`config.mk`:
```
export PLATFORM = sky130hd
export DESIGN_NAME = cnn_window_gen
export DESIGN_NICKNAME = d
export VERILOG_FILES = /design/src/rtl/cnn_pkg.sv /design/src/rtl/cnn_line_buffer.sv /design/src/rtl/cnn_window_gen.sv
export SDC_FILE = /design/constraint.sdc
export NUM_CORES = 1
export LEC_CHECK = 0
export ABC_AREA = 1
export CORE_UTILIZATION = 40
export DETAILED_ROUTE_END_ITERATION = 7
export GPL_ROUTABILITY_DRIVEN = 0
export GPL_TIMING_DRIVEN = 0
export PLACE_DENSITY_LB_ADDON = 0.05
export SLEW_MARGIN = 15
export SYNTH_ARGS = -nofsm -noshare
export SYNTH_HDL_FRONTEND = slang
export SYNTH_SLANG_ARGS = --single-unit
export TNS_END_PERCENT = 20
```
`constraint.sdc`:
```
create_clock -name clk -period 7.8 [get_ports clk]
set_input_delay 0.78 -clock clk [delete_from_list [all_inputs] [get_ports clk]]
set_output_delay 0.78 -clock clk [all_outputs]
set_load 0.005 [all_outputs]
```
`src/rtl/cnn_pkg.sv`:
```
// Shared types and frame-geometry helpers for the 3x3 window generator.
// CNN_WIN_PAD_EN selects the zero-padded grid (extended dimension = image + 2).
package cnn_pkg;

  localparam int WIDTH = 8;

  typedef logic signed [WIDTH:0] pixel_t;

  typedef enum logic [1:0] {FILL, RUN, WRAP} win_state_e;

`ifdef CNN_WIN_PAD_EN
  localparam bit PAD_EN = 1'b1;
`else
  localparam bit PAD_EN = 1'b0;
`endif

  function automatic int ext_dim(input int img);
    return PAD_EN ? img + 2 : img;
  endfunction

endpackage

```
`src/rtl/cnn_line_buffer.sv`:
```
// Row delay line: dout is the sample shifted in DEPTH enabled steps earlier.
// Holds its contents while shift_en is low; contents are never cleared.
module cnn_line_buffer
  import cnn_pkg::*;
#(
  parameter int WIDTH = cnn_pkg::WIDTH,
  parameter int DEPTH = 4
) (
  input  logic              clk,
  input  logic              shift_en,
  input  logic signed [WIDTH:0] din,
  output logic signed [WIDTH:0] dout
);

  logic signed [WIDTH:0] mem_q [DEPTH];
  logic signed [WIDTH:0] mem_d [DEPTH];

  always_comb begin
    mem_d = mem_q;
    if (shift_en) begin
      mem_d[0] = din;
      for (int i = 1; i < DEPTH; i++) begin
        mem_d[i] = mem_q[i-1];
      end
    end
  end

  always_ff @(posedge clk) begin
    mem_q <= mem_d;
  end

  assign dout = mem_q[DEPTH-1];

endmodule

```
`src/rtl/cnn_window_gen.sv`:
```
// Raster pixel stream to registered 3x3 windows, one per step; a window stall freezes taps and drops in_ready.
// CNN_WIN_PAD_EN enables zero-padded full-size output; otherwise only interior windows are produced.
module cnn_window_gen
  import cnn_pkg::*;
#(
  parameter int WIDTH = cnn_pkg::WIDTH,
  parameter int IMG_W = 32,
  parameter int IMG_H = 32
) (
  input  logic                     clk,
  input  logic                     rst,
  input  logic                     in_valid,
  output logic                     in_ready,
  input  logic signed [WIDTH:0]    in_data,
  output logic                     win_valid,
  input  logic                     win_ready,
  output logic signed [WIDTH:0]    W1, W2, W3, W4, W5, W6, W7, W8, W9,
  output logic [$clog2(IMG_H)-1:0] win_row,
  output logic [$clog2(IMG_W)-1:0] win_col,
  output logic                     win_last
);

  localparam int EXT_W   = ext_dim(IMG_W);
  localparam int EXT_H   = ext_dim(IMG_H);
  localparam int CW      = $clog2(EXT_W);
  localparam int RW      = $clog2(EXT_H);
  localparam int OR_W    = $clog2(IMG_H);
  localparam int OC_W    = $clog2(IMG_W);
  localparam int CTR_OFF = PAD_EN ? 2 : 1;
  localparam logic [CW-1:0] EC_LAST = CW'(EXT_W - 1);
  localparam logic [RW-1:0] ER_LAST = RW'(EXT_H - 1);

  logic [RW-1:0]   er_q, er_d;
  logic [CW-1:0]   ec_q, ec_d;
  win_state_e      state_q, state_d;
  logic            win_valid_q, win_valid_d;
  logic            win_last_q, win_last_d;
  logic [OR_W-1:0] win_row_q, win_row_d;
  logic [OC_W-1:0] win_col_q, win_col_d;
  logic signed [WIDTH:0] arr_q [3][3];
  logic signed [WIDTH:0] arr_d [3][3];

  logic pos_real, step_ok, step, emit;
  logic signed [WIDTH:0] sample, lb1_out, lb2_out;

  // Border positions of the padded grid are virtual: they step without input and inject zero.
`ifdef CNN_WIN_PAD_EN
  assign pos_real = (er_q != '0) && (er_q != ER_LAST) && (ec_q != '0) && (ec_q != EC_LAST);
`else
  assign pos_real = 1'b1;
`endif

  assign step_ok  = !win_valid_q || win_ready;
  assign step     = step_ok && (in_valid || !pos_real);
  assign in_ready = !rst && step_ok && pos_real;
  assign sample   = pos_real ? in_data : '0;
  // FILL gating keeps stale line-buffer rows from a previous frame out of any window.
  assign emit     = step && (state_q != FILL) && (ec_q >= CW'(2));

  cnn_line_buffer #(.WIDTH(WIDTH), .DEPTH(EXT_W)) u_lb1 (
    .clk(clk), .shift_en(step), .din(sample), .dout(lb1_out)
  );

  cnn_line_buffer #(.WIDTH(WIDTH), .DEPTH(EXT_W)) u_lb2 (
    .clk(clk), .shift_en(step), .din(lb1_out), .dout(lb2_out)
  );

  always_comb begin
    er_d        = er_q;
    ec_d        = ec_q;
    state_d     = state_q;
    win_valid_d = win_valid_q;
    win_last_d  = win_last_q;
    win_row_d   = win_row_q;
    win_col_d   = win_col_q;
    arr_d       = arr_q;
    if (step) begin
      if (state_q == WRAP) begin
        er_d = '0;
        ec_d = '0;
      end else if (ec_q == EC_LAST) begin
        ec_d = '0;
        er_d = er_q + RW'(1);
      end else begin
        ec_d = ec_q + CW'(1);
      end
      if ((er_d == ER_LAST) && (ec_d == EC_LAST)) state_d = WRAP;
      else if (er_d < RW'(2))                      state_d = FILL;
      else                                         state_d = RUN;

      for (int r = 0; r < 3; r++) begin
        arr_d[r][0] = arr_q[r][1];
        arr_d[r][1] = arr_q[r][2];
      end
      arr_d[0][2] = lb2_out;
      arr_d[1][2] = lb1_out;
      arr_d[2][2] = sample;

      win_valid_d = emit;
      win_last_d  = emit && (state_q == WRAP);
      if (emit) begin
        win_row_d = OR_W'(er_q - RW'(CTR_OFF));
        win_col_d = OC_W'(ec_q - CW'(CTR_OFF));
      end
    end else if (win_ready) begin
      win_valid_d = 1'b0;
      win_last_d  = 1'b0;
    end
  end

  always_ff @(posedge clk or posedge rst) begin
    if (rst) begin
      er_q        <= '0;
      ec_q        <= '0;
      state_q     <= FILL;
      win_valid_q <= 1'b0;
      win_last_q  <= 1'b0;
      win_row_q   <= '0;
      win_col_q   <= '0;
      arr_q       <= '{default: '0};
    end else begin
      er_q        <= er_d;
      ec_q        <= ec_d;
      state_q     <= state_d;
      win_valid_q <= win_valid_d;
      win_last_q  <= win_last_d;
      win_row_q   <= win_row_d;
      win_col_q   <= win_col_d;
      arr_q       <= arr_d;
    end
  end

  assign win_valid = win_valid_q;
  assign win_last  = win_last_q;
  assign win_row   = win_row_q;
  assign win_col   = win_col_q;
  assign W1 = arr_q[0][0];
  assign W2 = arr_q[0][1];
  assign W3 = arr_q[0][2];
  assign W4 = arr_q[1][0];
  assign W5 = arr_q[1][1];
  assign W6 = arr_q[1][2];
  assign W7 = arr_q[2][0];
  assign W8 = arr_q[2][1];
  assign W9 = arr_q[2][2];

endmodule

```
==> flow_summary.yaml <==
outcome:
  status: "finished clean"
synth:
  syn_area_um2: 21600
  netlist-cell-type-count: 23
  syn_avg_cell_area_um2: 20.3
  synthTopCellsByArea: "edfxtp_1 80%, dfrtp_1 12%, nand2_1 3.1%"
  synth.most_common_cell: "edfxtp_1"
  synth_edf_count: 576
  yosysSeqAreaShare_pct: 92.1
  synth_common_cells: "576 x edfxtp_1, 180 x nand2_1, 105 x dfrtp_1"
  synth_top_area_share_pct: 80.0
  synth-seq-cells: 681
  ys_warn_count: 0
  syn_inst: 1064
  yosys.area.top_type: "edfxtp_1"
  synth_top_flop_cell: "edfxtp_1"
  synthArstFlopShare_pct: 15.4
  syn_nets: 1084
sta:
  hold_viol_final: 0
  layout_setup_ws_ns: 4.12
  post-route-min-period_ns: 3.68
  skew_ns: 0.0116
  setup_viol: 0
  worst_hold_slack_ns: 0.410
  tightestPinTransition_ns: 0.870
  fmax_mhz: 272
  fin_crit_sh_pct: 47.2
  timing.setup.tns_ns: 0
  rsz0062_at_grt: "false"
  slew_headroom_pct: 42.0
  drv_slew: 0
routing:
  drt_first_iter_violations: 817
  antenna_left: 0
  wl_per_cell_um: 17.0
  num_vias: 9241
  vias_per_cell: 4.65
  drc: 0
  dr.pass1.iters: 5
  drt_wl_total_um: 33700
floorplan:
  io_pins: 107
  die_area_um2: 55000
  dieHeight_um: 235
  die_w_um: 235
  start_util_pct: 40.8
  core_um2: 53000
  fp-row-count: 84
grt:
  grt_overflow: 0
  track_usage_pct: 12.8
  grt_max_degree: 113
  grt_pass1_wl_um: 53400
  use_met3_pct: 4.45
  antenna_found_initial: 0
  grt.busiest_layer: "met1"
  met1_usage_pct: 19.3
  grt_pass1_vias: 9226
  met2_usage_pct: 17.0
worst_setup_path:
  critPathRequiredTime_ns: 8.01
  cp_slowest_stage_delay_ns: 0.47
  path_cells: "clkdlybuf4s50_1 -> inv_2 -> nand2_1 -> nand2_1 -> inv_2 -> buf_4 -> buf_8 -> buf_16 -> buf_16 -> buf_16 -> buf_16"
  cp_slowest_cell: "clkdlybuf4s50_1"
  worstSetupEndpointType: "flop"
  startpoint_type: "input pin"
  r2r_slack_ns: 4.43
  critical_path_class: "in -> reg"
  crit_top_cell: "buf_16"
  crit_arrival_ns: 3.89
  cp_max_fo: 101
place:
  dp_hpwl_um: 18200
  portBuffers: 106
  dp_slack_ns: 3.43
power:
  p_leak_nw: 9.45
  ir_worst_vdd_mv: 0.192
  p_total_mw: 9.30
  p_per_area_nw_per_um2: 359
clock_tree:
  cts_buffer_depth: 3
  cts_tree: "yes"
  cts_root_buffer: "clkbuf_16"
  h-tree-depth: 3
  clock_sinks: 681
  postCtsResizedCells: 0
  cts_buffers: 70
  postCtsSetupBuffers: 0
  clk_latency_ns: 0.58
  hold_buffers: 0
  cts.clk_slew.worst_paths_ns: 0.06
final_layout:
  largestRegisters: "u_lb1.mem_q: 279 flops, u_lb2.mem_q: 279 flops"
  nets: 1269
  area_growth_pct: 19.8
  fill_cells: 4437
  antenna_cells: 0
  drive_gt1_share_pct: 9.93
run:
  cap_violations: 0
min_path:
  min_path_type: "reg -> reg"
## where the power goes
group / leakage, nW / switching (mW) / total, mW / internal [mW]
combinational: 1.47 / 0.576 / 1.05 / 0.473
clock: 1.06 / 1.29 / 3.15 / 1.86
sequential: 6.92 / 0.281 / 5.10 / 4.82
total: 9.45 / 2.14 / 9.30 / 7.16
## cell type report
cell class / count / area (um^2) / share of cell area [%]
buffer: 23 / 128 / 0.492
multi-input combinational: 310 / 1400 / 5.40
tap: 688 / 861 / 3.32
timing repair buffer: 113 / 1250 / 4.84
sequential: 681 / 19900 / 76.9
inverter: 50 / 193 / 0.744
clock inverter: 25 / 220 / 0.850
clock buffer: 97 / 1940 / 7.47
## through the flow
| step | instance area (um^2) | util [%] | instances |
|---|---|---|---|
| 6_report | 25900 | 48.9 | 1987 |
| 5_1_grt | 25900 | 48.9 | 1987 |
| 4_1_cts | 25900 | 48.9 | 1987 |
| 3_5_place_dp | 23800 | 44.9 | 1865 |
| 3_3_place_gp | 23600 | 44.5 | 1858 |
| 2_1_floorplan | 21600 | - | 1064 |
## critical path: cells and delay by family
kind | cells | cell delay (ns)
buffers and inverters | 9 | 2.70
and+or+nand+nor | 2 | 0.21
## placed cells by master (no fill, tap or decap), types with 2 or more instances in the layout
master | netlist | routed
nor2_1 | 14 | 14
xnor2_1 | 2 | 2
clkinv_1 | 1 | 8
clkbuf_8 | 0 | 2
clkbuf_16 | 0 | 73
buf_16 | 0 | 7
buf_2 | 16 | 15
nand2_1 | 180 | 180
nand3_1 | 19 | 19
clkinv_2 | 0 | 12
o21ai_0 | 59 | 59
clkbuf_1 | 5 | 27
o21ai_1 | 18 | 18
inv_1 | 43 | 42
nand2_2 | 2 | 2
bufinv_16 | 0 | 4
dfrtp_1 | 105 | 105
inv_2 | 6 | 6
edfxtp_1 | 576 | 576
ha_1 | 7 | 7
clkdlybuf4s50_1 | 0 | 106
xor2_1 | 4 | 4
## logic make-up (layout without fill, tap and decap cells)
group | Yosys count | in the layout | share of synthesized area, %
buf+inv | 73 | 308 | 1.41
compound gates | 80 | 80 | 1.87
xor+xnor | 6 | 6 | 0.243
fa+ha+maj | 7 | 7 | 0.405
simple gates | 217 | 217 | 3.95
flops | 681 | 681 | 92.1
## worst paths after layout
kind	depth (start not counted)	from	endpoint
min	0	u_lb1.mem_q[54]	u_lb1.mem_q[45]
max	11	win_ready	u_lb1.mem_q[142]
max in group asynchronous	3	rst	W4[2]
min in group asynchronous	2	rst	win_col[4]
min reg2reg	0	u_lb1.mem_q[54]	u_lb1.mem_q[45]
max reg2reg	9	win_valid	u_lb1.mem_q[142]
## routing by layer
| layer | share of wire (%) | vias to the layer above |
|---|---|---|
| met1 | 50 | 4695 |
| met2 | 41 | 212 |
| met5 | 0 | - |
| met4 | 2.4 | 0 |
| li1 | - | 4264 |
| met3 | 6.5 | 70 |
Power figures use the tool's default switching activity.
